### src/rtl/if_fetch_ctrl_pkg.sv
// Shared pipeline definitions for the fetch stage: widths, bubble encoding,
// fetch FSM state encoding and the IF/ID payload layout.
package pipe_pkg;

  localparam int XLEN = 32;
  localparam logic [XLEN-1:0] NOP_INSTR = 32'h0000_0013;

  typedef enum logic [1:0] {
    FETCH = 2'd0,
    HOLD  = 2'd1,
    DROP  = 2'd2
  } fetch_state_e;

  typedef struct packed {
    logic [XLEN-1:0] pc;
    logic [XLEN-1:0] instr;
    logic            valid;
  } ifid_t;

  // Instruction addresses are word aligned; low bits of a redirect are dropped.
  function automatic logic [XLEN-1:0] align_pc(input logic [XLEN-1:0] a);
    return a & ~32'h0000_0003;
  endfunction

endpackage

### src/rtl/if_fetch_ctrl_if.sv
// Instruction-memory request/response bundle between the fetch controller
// (master) and the instruction memory (slave).
interface if_fetch_ctrl_if;
  logic        imem_req;
  logic [31:0] imem_addr;
  logic        imem_ready;
  logic [31:0] imem_rdata;

  modport master (
    output imem_req,
    output imem_addr,
    input  imem_ready,
    input  imem_rdata
  );

  modport slave (
    input  imem_req,
    input  imem_addr,
    output imem_ready,
    output imem_rdata
  );
endinterface

### src/rtl/if_fetch_ctrl_hold_buf.sv
// One-entry buffer that parks a fetched instruction while ID is stalled.
// Priority: clear over load over drain.
module fetch_hold_buf
  import pipe_pkg::*;
(
  input  logic            clk,
  input  logic            rst,
  input  logic            load_i,
  input  logic            clear_i,
  input  logic            drain_i,
  input  logic [XLEN-1:0] pc_i,
  input  logic [XLEN-1:0] instr_i,
  output logic [XLEN-1:0] pc_o,
  output logic [XLEN-1:0] instr_o,
  output logic            valid_o
);

  ifid_t buf_q, buf_d;

  always_comb begin
    buf_d = buf_q;
    if (clear_i) begin
      buf_d = '0;
    end else if (load_i) begin
      buf_d.pc    = pc_i;
      buf_d.instr = instr_i;
      buf_d.valid = 1'b1;
    end else if (drain_i) begin
      buf_d.valid = 1'b0;
    end
  end

  always_ff @(posedge clk) begin
    if (rst) begin
      buf_q <= '0;
    end else begin
      buf_q <= buf_d;
    end
  end

  assign pc_o    = buf_q.pc;
  assign instr_o = buf_q.instr;
  assign valid_o = buf_q.valid;

endmodule

### src/rtl/if_fetch_ctrl.sv
// Fetch-stage controller: PC register, imem handshake, hold buffer and IF/ID
// register, honouring load-use stalls, EX redirects and slow-imem bubbles.
module if_fetch_ctrl #(
  parameter logic [pipe_pkg::XLEN-1:0] RESET_PC  = 32'h0000_0000,
  parameter logic [pipe_pkg::XLEN-1:0] NOP_INSTR = pipe_pkg::NOP_INSTR
) (
  input  logic                      clk,
  input  logic                      rst,
  input  logic                      PC_write,
  input  logic                      IFID_write,
  input  logic                      flush,
  input  logic [pipe_pkg::XLEN-1:0] redirect_pc,
  if_fetch_ctrl_if.master           imem,
  output logic [pipe_pkg::XLEN-1:0] ifid_pc,
  output logic [pipe_pkg::XLEN-1:0] ifid_instr,
  output logic                      ifid_valid,
  output logic                      fetch_stall
);
  import pipe_pkg::*;

  fetch_state_e    state_q, state_d;
  logic [XLEN-1:0] pc_q, pc_d;
  logic [XLEN-1:0] pend_pc_q, pend_pc_d;
  ifid_t           ifid_q, ifid_d;
  ifid_t           bubble;

  logic            req_c;
  logic            buf_load, buf_clear, buf_drain;
  logic [XLEN-1:0] buf_pc, buf_instr;
  logic            buf_valid;

  fetch_hold_buf u_hold_buf (
    .clk     (clk),
    .rst     (rst),
    .load_i  (buf_load),
    .clear_i (buf_clear),
    .drain_i (buf_drain),
    .pc_i    (pc_q),
    .instr_i (imem.imem_rdata),
    .pc_o    (buf_pc),
    .instr_o (buf_instr),
    .valid_o (buf_valid)
  );

  // In DROP pc_q still holds the abandoned address, so imem_addr stays stable.
  assign req_c          = !rst && (state_q == FETCH || state_q == DROP);
  assign imem.imem_req  = req_c;
  assign imem.imem_addr = pc_q;
  assign fetch_stall    = req_c && !imem.imem_ready;

  always_comb begin
    bubble       = ifid_q;
    bubble.instr = NOP_INSTR;
    bubble.valid = 1'b0;
  end

  always_comb begin
    state_d   = state_q;
    pc_d      = pc_q;
    pend_pc_d = pend_pc_q;
    ifid_d    = ifid_q;
    buf_load  = 1'b0;
    buf_clear = 1'b0;
    buf_drain = 1'b0;

    if (flush) begin
      ifid_d    = bubble;
      buf_clear = 1'b1;
      // An outstanding request cannot be withdrawn: finish it in DROP.
      if (req_c && !imem.imem_ready) begin
        pend_pc_d = align_pc(redirect_pc);
        state_d   = DROP;
      end else begin
        pc_d    = align_pc(redirect_pc);
        state_d = FETCH;
      end
    end else begin
      case (state_q)
        FETCH: begin
          if (imem.imem_ready) begin
            if (IFID_write) begin
              ifid_d.pc    = pc_q;
              ifid_d.instr = imem.imem_rdata;
              ifid_d.valid = 1'b1;
              if (PC_write) pc_d = pc_q + 32'd4;
            end else begin
              buf_load = 1'b1;
              state_d  = HOLD;
            end
          end else if (IFID_write) begin
            ifid_d = bubble;
          end
        end
        HOLD: begin
          if (IFID_write) begin
            ifid_d.pc    = buf_pc;
            ifid_d.instr = buf_instr;
            ifid_d.valid = buf_valid;
            buf_drain    = 1'b1;
            if (PC_write) pc_d = pc_q + 32'd4;
            state_d = FETCH;
          end
        end
        DROP: begin
          ifid_d = bubble;
          if (imem.imem_ready) begin
            pc_d    = pend_pc_q;
            state_d = FETCH;
          end
        end
        default: state_d = FETCH;
      endcase
    end
  end

  always_ff @(posedge clk) begin
    if (rst) begin
      state_q      <= FETCH;
      pc_q         <= RESET_PC;
      pend_pc_q    <= '0;
      ifid_q.pc    <= '0;
      ifid_q.instr <= NOP_INSTR;
      ifid_q.valid <= 1'b0;
    end else begin
      state_q   <= state_d;
      pc_q      <= pc_d;
      pend_pc_q <= pend_pc_d;
      ifid_q    <= ifid_d;
    end
  end

  assign ifid_pc    = ifid_q.pc;
  assign ifid_instr = ifid_q.instr;
  assign ifid_valid = ifid_q.valid;

endmodule
### src/flat_wrapper.sv
// flat-port wrapper written by rule: the top's interface ports become plain ports
module if_fetch_ctrl_flat import pipe_pkg::*;
#(
  parameter logic [pipe_pkg::XLEN-1:0] RESET_PC  = 32'h0000_0000,
  parameter logic [pipe_pkg::XLEN-1:0] NOP_INSTR = pipe_pkg::NOP_INSTR
)
  (clk, rst, PC_write, IFID_write, flush, redirect_pc, ifid_pc, ifid_instr, ifid_valid, fetch_stall, imem_imem_req, imem_imem_addr, imem_imem_ready, imem_imem_rdata);
  if_fetch_ctrl_if imem_i ();
  input  logic clk;
  input  logic rst;
  input  logic PC_write;
  input  logic IFID_write;
  input  logic flush;
  input  logic [pipe_pkg::XLEN-1:0] redirect_pc;
  output logic [pipe_pkg::XLEN-1:0] ifid_pc;
  output logic [pipe_pkg::XLEN-1:0] ifid_instr;
  output logic ifid_valid;
  output logic fetch_stall;
  output wire logic [$bits(imem_i.imem_req)-1:0] imem_imem_req;
  output wire logic [$bits(imem_i.imem_addr)-1:0] imem_imem_addr;
  input wire logic [$bits(imem_i.imem_ready)-1:0] imem_imem_ready;
  input wire logic [$bits(imem_i.imem_rdata)-1:0] imem_imem_rdata;
  assign imem_imem_req = imem_i.imem_req;
  assign imem_imem_addr = imem_i.imem_addr;
  assign imem_i.imem_ready = imem_imem_ready;
  assign imem_i.imem_rdata = imem_imem_rdata;
  if_fetch_ctrl #(.RESET_PC(RESET_PC), .NOP_INSTR(NOP_INSTR)) u_core (.clk(clk), .rst(rst), .PC_write(PC_write), .IFID_write(IFID_write), .flush(flush), .redirect_pc(redirect_pc), .imem(imem_i), .ifid_pc(ifid_pc), .ifid_instr(ifid_instr), .ifid_valid(ifid_valid), .fetch_stall(fetch_stall));
endmodule
### config.mk
export PLATFORM = sky130hd
export DESIGN_NAME = if_fetch_ctrl_flat
export DESIGN_NICKNAME = d
export VERILOG_FILES = /design/src/rtl/if_fetch_ctrl_pkg.sv /design/src/rtl/if_fetch_ctrl_if.sv /design/src/rtl/if_fetch_ctrl_hold_buf.sv /design/src/rtl/if_fetch_ctrl.sv /design/src/flat_wrapper.sv
export SDC_FILE = /design/constraint.sdc
export NUM_CORES = 1
export LEC_CHECK = 0
export CAP_MARGIN = 10
export CORE_MARGIN = 4
export CORE_UTILIZATION = 45
export CTS_CLUSTER_DIAMETER = 60
export DETAILED_ROUTE_END_ITERATION = 7
export MAX_ROUTING_LAYER = met4
export PLACE_DENSITY = 0.85
export SYNTH_ARGS = -nofsm -noshare
export SYNTH_HDL_FRONTEND = slang
export SYNTH_SLANG_ARGS = --single-unit
export TNS_END_PERCENT = 100
### constraint.sdc
create_clock -name clk -period 2.15 [get_ports clk]
set_input_delay 0.3225 -clock clk [delete_from_list [all_inputs] [get_ports clk]]
set_output_delay 0.3225 -clock clk [all_outputs]
set_load 0.01 [all_outputs]
==> reports/results.ini, run 1 <==
[route]
drc=0
via_per_inst=5.74
drt_iter0_drc=1036
first_pass_iters=7
antenna_left=0
avgRoutedWirePerCell_um=17.0
vias=8405
wirelength_um=25000

[power_and_ir_drop]
clock_power_share_pct=38.0
netSwitchingPower_mw=2.39
powerDensity_nw_per_um2=742
p_total_mw=8.37
ir_drop_mv=0.596
pwr-share-seq_pct=44.5
p_leak_nw=3.84
combPwrFrac_pct=17.5
swShare_pct=28.5
p_int_mw=5.98

[timing]
fin_tns_setup_ns=0
worstMarginPinSlew_ns=0.535
drv_slew=0
hold_viol=0
min_period_ns=2.05
fin_skew_ns=0.0154
max_freq_ghz=0.487
max_slew_margin_pct=64.4
finalCritPeriodShare_pct=95.5
setup_violations=0
rsz0062_at_grt=false

[cells_and_area]
nets=1297
drive_above_1_share_pct=11.2
num_antenna_cells=0
stdcell_count=1465
area_delta_synth_final_pct=34.4

[critical_path]
crit_path_end_kind=primary output
worst-path-buf-inv=3
rr_worst_depth=8
regToRegSetupSlack_ns=0.15
cp_max_fo=6
critPathMaxStageDelay_ns=0.37
startpoint=u_core.state_q[1]
r2r-end=u_core.imem.imem_addr[10]
path_class=reg -> out
rr_startpoint=u_core.state_q[1]
crit_required_ns=1.83
cpLargestDelayFamily=buffers and inverters
cp_slowest_cell=dfxtp_2
worst_ep_arrival_time_ns=1.73
crit_chain=inv_1, ha_4, nor2_2, buf_4, nor2_1, dlygate4sd2_1
crit_path_start_kind=flip-flop

[clock_tree]
ctsRootBufferMaster=clkbuf_16
cts-buffers-inserted=17
clock_latency_ns=0.44
path_clk_slew_ns=0.08
ctsHoldBuffers=0
cts_sinks=188
h-tree-depth=4
postCtsSetupBuffers=0
clock_path_buffers=2
cts_tree=built

[yosys]
synthAdderAreaFrac_pct=0.596
syn_avg_cell_area_um2=7.85
synth_simple_gate_area_share_pct=20.0
netlist_area_um2=8400
synth.distinct_cells=63
synth_area_leaders=dfxtp_1 (45%), nand2_1 (10%), a21oi_1 (8.0%)
syn_inst=1069
yosysSeqAreaShare_pct=44.8
ys_ff_latch=188
synthFlopType=dfxtp_1
synth_xor_xnor_area_share_pct=0.835
yosysMostFrequentCell=nand2_1
synth_edf_count=0
synth_compound_area_share_pct=26.7
synth_top_family_by_area=compound AO/OA/AOI/OAI gates
muxShareOfSynthArea_pct=1.45
synth_warnings=0
synth_top_area_share_pct=44.8
synth_commonest_cells=nand2_1 (229), dfxtp_1 (188), a21oi_1 (134)
yosysTopAreaCell=dfxtp_1
async_reset_ff_share_pct=0

[global_route]
grt_util_all_layers_pct=24.7
antenna_found_initial=0
grt_pass1_vias=7917
gr-total-overflow=0
grt_pass1_wl_um=40300
grt_max_degree=63

[worst_hold_path]
holdPathStages=2
holdCritStartpoint=rst
hold_end=u_core.pend_pc_q[28]
hold_path.class=in -> reg

[die]
die_area_um2=20900
start_util_pct=46.3
die_w_um=145
rows=49
core_area_um2=18100
io_pins=169
die_h_um=145

[placement]
gp_congestion=0.915
port_buffers=162
hpwl_um=17000
placedCellCount=1433

[outcome]
status=complete, no violations

[run]
cap_violations=0

-- placed cells by master (no fill, tap or decap), types with 2 or more instances in the layout --
master / synthesis / final
a31o_2: 2 / 2
inv_6: 0 / 3
or2_2: 2 / 2
and2_2: 0 / 2
xnor2_1: 7 / 7
buf_12: 0 / 12
nor2_1: 92 / 91
dfxtp_1: 188 / 187
conb_1: 1 / 4
clkbuf_16: 0 / 17
nor3b_1: 3 / 3
a211oi_1: 68 / 68
o21ai_0: 34 / 34
and3_1: 8 / 7
or3_1: 2 / 2
inv_8: 0 / 7
nand2_1: 229 / 228
a21oi_1: 134 / 134
inv_1: 8 / 7
a41oi_1: 2 / 2
ha_4: 0 / 2
dlygate4sd2_1: 0 / 2
nor4_1: 7 / 7
nor3_1: 7 / 6
clkdlybuf4s50_1: 0 / 159
or4_1: 3 / 3
nand3_1: 14 / 13
o31ai_1: 6 / 6
a21o_1: 3 / 3
clkinv_4: 0 / 4
mux2i_1: 11 / 10
and2_1: 4 / 2
o21a_1: 6 / 6
buf_4: 5 / 64
o41ai_1: 3 / 3
o211ai_1: 10 / 10
a31oi_1: 6 / 6
o221ai_1: 2 / 2
a22oi_1: 59 / 59
nand4_1: 10 / 10
-- routing by layer --
metal  up-vias  part of all wire [%]  GRT usage, %
li1       4096                     -             -
met2       397                    46          36.8
met5         -                     0             -
met1      3870                    43          33.5
met3        42                   8.3          4.70
met4         0                   2.3          8.69
-- stage by stage --
step	util (%)	hold slack, ns	worst slack (ns)	area [um^2]
after floorplan	-	0.432	0.0861	8410
after global placement	58.7	0.437	0.00174	10600
after detailed placement	58.7	0.444	-0.0474	10600
after CTS	62.1	0.142	0.0141	11300
after global routing	62.2	0.170	0.0182	11300
final	62.2	0.161	0.0971	11300
-- area by class of cell --
class / instances / area [um^2]
clock buffers: 17 / 425
flip-flops and latches: 188 / 3760
clock inverters: 15 / 170
fillers: 1504 / 6860
multi-input cells: 770 / 4270
well taps: 229 / 287
inverters: 8 / 30.0
repair buffers: 238 / 2330
-- flip-flops by register name (all words and copies together), names as in the netlist, 2 cells and up --
register,cells
u_core.ifid_pc,30
u_core.ifid_instr,32
u_core.u_hold_buf.pc_o,30
u_core.imem.imem_addr,30
u_core.u_hold_buf.instr_o,32
u_core.pend_pc_q,30
u_core.state_q,2
-- kinds of logic after synthesis --
logic type / after synthesis
AOI/OAI and AO/OA: 350
xor gates and xnor gates: 8
adders and majority gates: 4
buffers and inverters: 114
DFF: 188
muxes: 12
other: 1
and+or+nand+nor: 392
-- power groups by stage --
stage	Clock [mW]	Sequential [mW]	Combinational (mW)
final	3.18	3.73	1.46
after global placement	0	3.80	1.41
after CTS	3.23	3.72	1.45
after floorplan	0	3.85	0.662
after detailed placement	0	3.80	1.43
after global routing	3.37	3.74	1.59
-- repair_timing --
| action | CTS | global route |
|---|---|---|
| endpoints found under the setup margin | 5 | 45 |
| resized for setup | 10 | 3 |
| pin swaps | 1 | 0 |
-- worst max-delay path by stage --
stage                     cells past startpoint                         to
after global routing                          6              imem_imem_req
final                                         6              imem_imem_req
after detailed placement                      7  u_core.imem.imem_addr[10]
after floorplan                              10  u_core.imem.imem_addr[24]
after CTS                                     5                fetch_stall
after global placement                        7  u_core.imem.imem_addr[29]
-- worst register-to-register path: stages (launching register included) --
cell,delay [ns]
dfxtp_2,0.37
inv_1,0.09
buf_4,0.16
ha_2,0.24
a32oi_4,0.28
and2_2,0.27
buf_12,0.17
a21oi_1,0.06
a221oi_1,0.29
Note: power is estimated with default switching activity, not from simulation.
==> run 2: changes to the inputs <==
--- a/config.mk
+++ b/config.mk
@@ -7,11 +7,11 @@
 export LEC_CHECK = 0
 export CAP_MARGIN = 10
 export CORE_MARGIN = 4
-export CORE_UTILIZATION = 45
+export CORE_UTILIZATION = 47
 export CTS_CLUSTER_DIAMETER = 60
 export DETAILED_ROUTE_END_ITERATION = 7
 export MAX_ROUTING_LAYER = met4
-export PLACE_DENSITY = 0.85
+export PLACE_DENSITY = 0.88
 export SYNTH_ARGS = -nofsm -noshare
 export SYNTH_HDL_FRONTEND = slang
 export SYNTH_SLANG_ARGS = --single-unit
==> reports/results.ini, run 2 (synthesis results as in run 1) <==
[timing]
max_freq_ghz=0.478
min_period_ns=2.09
fin_tns_setup_ns=0
max_slew_margin_pct=59.3
finalCritPeriodShare_pct=97.4
hold_viol=0
drv_slew=0
fin_skew_ns=0.00683
setup_violations=0
worstMarginPinSlew_ns=0.605

[route]
avgRoutedWirePerCell_um=17.5
antenna_left=0
via_per_inst=5.91
dr_wl_met2_um=12100
vias=8654
wirelength_um=25700
first_pass_iters=7
wl_met1_um=10800
wl_met3_um=2220
drc=0
highest_layer=met4
drt_iter0_drc=998

[power_and_ir_drop]
swShare_pct=28.8
clock_power_share_pct=36.5
p_leak_nw=3.85
pwr-share-seq_pct=45.4
combPwrFrac_pct=18.1
powerDensity_nw_per_um2=723
ir_drop_mv=0.575
netSwitchingPower_mw=2.37
p_int_mw=5.85

[die]
core_area_um2=17400
start_util_pct=48.2
rows=48
io_pins=169
die_h_um=142
die_w_um=142
die_area_um2=20100

[placement]
place_area_um2=10700
hpwl_um=17000
gp_congestion=0.920
placedCellCount=1426
port_buffers=162

[clock_tree]
clock_path_buffers=2
ctsRootBufferMaster=clkbuf_16
cts_sinks=188
path_clk_slew_ns=0.07
clock_latency_ns=0.43
ctsHoldBuffers=0
h-tree-depth=4
cts-buffers-inserted=17
cts_tree=built

[global_route]
grt_pass1_vias=7953
grt_max_degree=71
antenna_found_initial=0
grt_util_all_layers_pct=25.0
gr-total-overflow=0
grt_pass1_wl_um=40200

[critical_path]
crit_chain=inv_1, ha_2, buf_6, a31o_2, a32oi_4, and2_4, buf_12, buf_12, o21ai_0, a21oi_1
cpMostUsedCell=buf_12
cp_max_fo=18
cpLargestDelayFamily=compound AO/OA/AOI/OAI gates
crit_required_ns=2.51
path_class=reg -> reg
cp_slowest_cell=dfxtp_1
crit_path_start_kind=flip-flop
crit_path_end_kind=flip-flop
critPathMaxStageDelay_ns=0.34
worst-path-buf-inv=4
worst_ep_arrival_time_ns=2.45

[cells_and_area]
fillers=1360
num_antenna_cells=0
seqCellArea_um2=3760
multiInputGateArea_um2=4280
design_area_um2=11400
area_delta_synth_final_pct=35.4
mostFrequentLayoutCells=nand2_1 (228), dfxtp_1 (187), clkdlybuf4s50_1 (159), a21oi_1 (134), nor2_1 (90)
drive_above_1_share_pct=11.4
utilization_pct=65.3
stdcell_count=1464
final_common_cell=nand2_1
nets=1300

[worst_hold_path]
hold_path.class=in -> reg

[run]
cap_violations=0

[outcome]
status=complete, no violations

-- run 2: layer usage --
layer	GRT usage [%]	up-vias
met3	5.33	63
li1	-	4088
met1	33.1	4059
met5	-	-
met2	37.7	444
met4	9.19	0
-- run 2: worst reg2reg max path, cell delays in order (launching register included) --
cell and delay, ns:
dfxtp_1 0.34, inv_1 0.07, ha_2 0.21, buf_6 0.15
a31o_2 0.24, a32oi_4 0.24, and2_4 0.21, buf_12 0.15
buf_12 0.12, o21ai_0 0.11, a21oi_1 0.18
-- run 2: per-stage QoR --
step / total power, mW / setup slack (ns) / hold slack (ns)
final: 8.22 / 0.0561 / 0.221
after global routing: 8.54 / -0.0230 / 0.232
after CTS: 8.19 / 0.00482 / 0.206
after detailed placement: 5.24 / -0.0711 / 0.445
after global placement: 5.20 / -0.0176 / 0.438
after floorplan: 4.51 / 0.0861 / 0.432
-- run 2: final cells by class --
type	instances	area share, %
Tap cell	225	2.48
Clock inverter	15	1.19
Multi-Input combinational cell	770	37.6
Inverter	8	0.264
Clock buffer	17	3.74
Timing Repair Buffer	241	21.6
Sequential cell	188	33.1
-- run 2: worst paths after layout --
kind,start,to,slack (ns),depth (start not counted)
setup / recovery,u_core.state_q[0],u_core.imem.imem_addr[20],0.06,10
hold / removal,rst,u_core.state_q[0],0.22,2
setup reg to reg,u_core.state_q[0],u_core.imem.imem_addr[20],0.06,10
hold reg to reg,u_core.pend_pc_q[24],u_core.pend_pc_q[24],0.45,2
-- run 2: power groups by stage --
| stage | Sequential, mW | Combinational (mW) | Clock (mW) |
|---|---|---|---|
| 6_report | 3.73 | 1.49 | 3.00 |
| 5_1_grt | 3.75 | 1.60 | 3.18 |
| 4_1_cts | 3.73 | 1.44 | 3.02 |
| 3_5_place_dp | 3.81 | 1.43 | 0 |
| 3_3_place_gp | 3.80 | 1.40 | 0 |
| 2_1_floorplan | 3.85 | 0.662 | 0 |
-- run 2: repair_timing --
action / CTS / global route
resized for setup: 7 / 8
endpoints found under the setup margin: 6 / 34
gates cloned: 0 / 2
buffers inserted: 0 / 4
pin swaps: 0 / 3
==> run 3: changes to the inputs <==
--- a/config.mk
+++ b/config.mk
@@ -6,7 +6,7 @@
 export NUM_CORES = 1
 export LEC_CHECK = 0
 export CAP_MARGIN = 10
-export CORE_MARGIN = 4
+export CORE_MARGIN = 5
 export CORE_UTILIZATION = 47
 export CTS_CLUSTER_DIAMETER = 60
 export DETAILED_ROUTE_END_ITERATION = 7
==> reports/results.ini, run 3 (synthesis results as in run 1) <==
[timing]
min_period_ns=2.11
fin_skew_ns=0.0101
worst_slack_ns=0.0361
finalCritPeriodShare_pct=98.3
hold_viol=0
setup_violations=0
rsz0062_at_grt=true
drv_slew=0
max_freq_ghz=0.473

[route]
wirelength_um=26700
vias=8740
via_per_inst=5.97
drt_iter0_drc=1070
avgRoutedWirePerCell_um=18.2
drc=0
first_pass_iters=5
antenna_left=0

[die]
die_h_um=144
die_area_um2=20600
rows=48
start_util_pct=48.2
die_w_um=144
core_area_um2=17400
io_pins=169

[clock_tree]
cts-buffers-inserted=17
h-tree-depth=4
path_clk_slew_ns=0.07
cts_sinks=188
clock_path_buffers=2
ctsRootBufferMaster=clkbuf_16
ctsHoldBuffers=0
cts_tree=built
clock_latency_ns=0.44

[critical_path]
crit_required_ns=1.83
crit_path_end_kind=primary output
rr_worst_depth=9
path_class=reg -> out
crit_path_start_kind=flip-flop
worst_ep_arrival_time_ns=1.79
cp_max_fo=5
r2r-end=u_core.imem.imem_addr[12]
regToRegSetupSlack_ns=0.08
startpoint=u_core.state_q[0]
endpoint=fetch_stall
rr_startpoint=u_core.state_q[0]

[cells_and_area]
mostFrequentLayoutCells=nand2_1 (228), dfxtp_1 (187), clkdlybuf4s50_1 (159), a21oi_1 (134), nor2_1 (91)
drive_above_1_share_pct=11.5
area_delta_synth_final_pct=35.0
num_antenna_cells=0
stdcell_count=1463
final_common_cell=nand2_1
design_area_um2=11300
nets=1299

[power_and_ir_drop]
p_leak_nw=3.84
p_total_mw=8.34
ir_drop_mv=0.609
powerDensity_nw_per_um2=736

[global_route]
grt_pass1_wl_um=41700
antenna_found_initial=0
grt_max_degree=64
grt_pass1_vias=8118
gr-total-overflow=0
grt_util_all_layers_pct=25.9

[placement]
pre_cts_ws_ns=-0.0547
gp_congestion=0.888
hpwl_um=17700
placedCellCount=1428
port_buffers=162
place_area_um2=10600

[run]
cap_violations=0

[outcome]
status=complete, no violations

[worst_hold_path]
hold_path.class=in -> reg

[run 3: power by group]
| part | internal [mW] | leakage (nW) | total, mW | switching [mW] |
|---|---|---|---|---|
| Sequential | 3.63 | 1.53 | 3.74 | 0.113 |
| Clock | 1.64 | 0.275 | 3.11 | 1.47 |
| Combinational | 0.693 | 2.03 | 1.49 | 0.795 |
[run 3: routing by layer]
layer | GRT usage [%] | vias up | wire length (um)
li1 | - | 4089 | -
met1 | 33.4 | 4048 | 10800
met2 | 39.6 | 517 | 12500
met3 | 5.56 | 86 | 2520
met4 | 10.5 | 0 | 881
met5 | - | - | 0
[run 3: area by class of cell]
cell class / instances / area (um^2)
Multi-Input combinational cell: 770 / 4290
Inverter: 8 / 30.0
Timing Repair Buffer: 240 / 2380
Clock buffer: 17 / 425
Fill cell: 1337 / 6080
Sequential cell: 188 / 3760
Tap cell: 225 / 282
Clock inverter: 15 / 163
[run 3: through the flow]
stage                     utilization [%]  hold WS [ns]  TNS [ns]
after floorplan                         -         0.432         0
after global placement               61.1         0.437         0
after detailed placement             61.1         0.446    -0.504
after CTS                            64.7         0.319         0
after global routing                 65.1         0.356   -0.0993
final                                65.1         0.353         0
[run 3: how the worst min path moves through the flow]
stage                               start                          to  slack (ns)  depth (start not counted)
2_1_floorplan        u_core.pend_pc_q[30]        u_core.pend_pc_q[30]        0.43                          2
3_3_place_gp         u_core.pend_pc_q[24]        u_core.pend_pc_q[24]        0.44                          2
3_5_place_dp   u_core.u_hold_buf.pc_o[29]  u_core.u_hold_buf.pc_o[29]        0.45                          2
4_1_cts                               rst        u_core.pend_pc_q[30]        0.32                          3
5_1_grt                               rst        u_core.pend_pc_q[29]        0.36                          3
6_report                              rst        u_core.pend_pc_q[30]        0.35                          3
[run 3: critical path, cell delays in order, from the launching register on]
cell and delay [ns]:
dfxtp_1 0.35, inv_2 0.08, ha_4 0.17, buf_4 0.16, o21bai_2 0.20, nor2_1 0.10, dlygate4sd2_1 0.29
[run 3: repair_timing]
| action | 4_1_cts | 5_1_grt |
|---|---|---|
| endpoints found under the setup margin | 3 | 27 |
| buffers inserted | 1 | 1 |
| hold endpoints to repair | 0 | 0 |
| resized for setup | 10 | 6 |
| cloned | 0 | 1 |
| pin swaps | 0 | 1 |
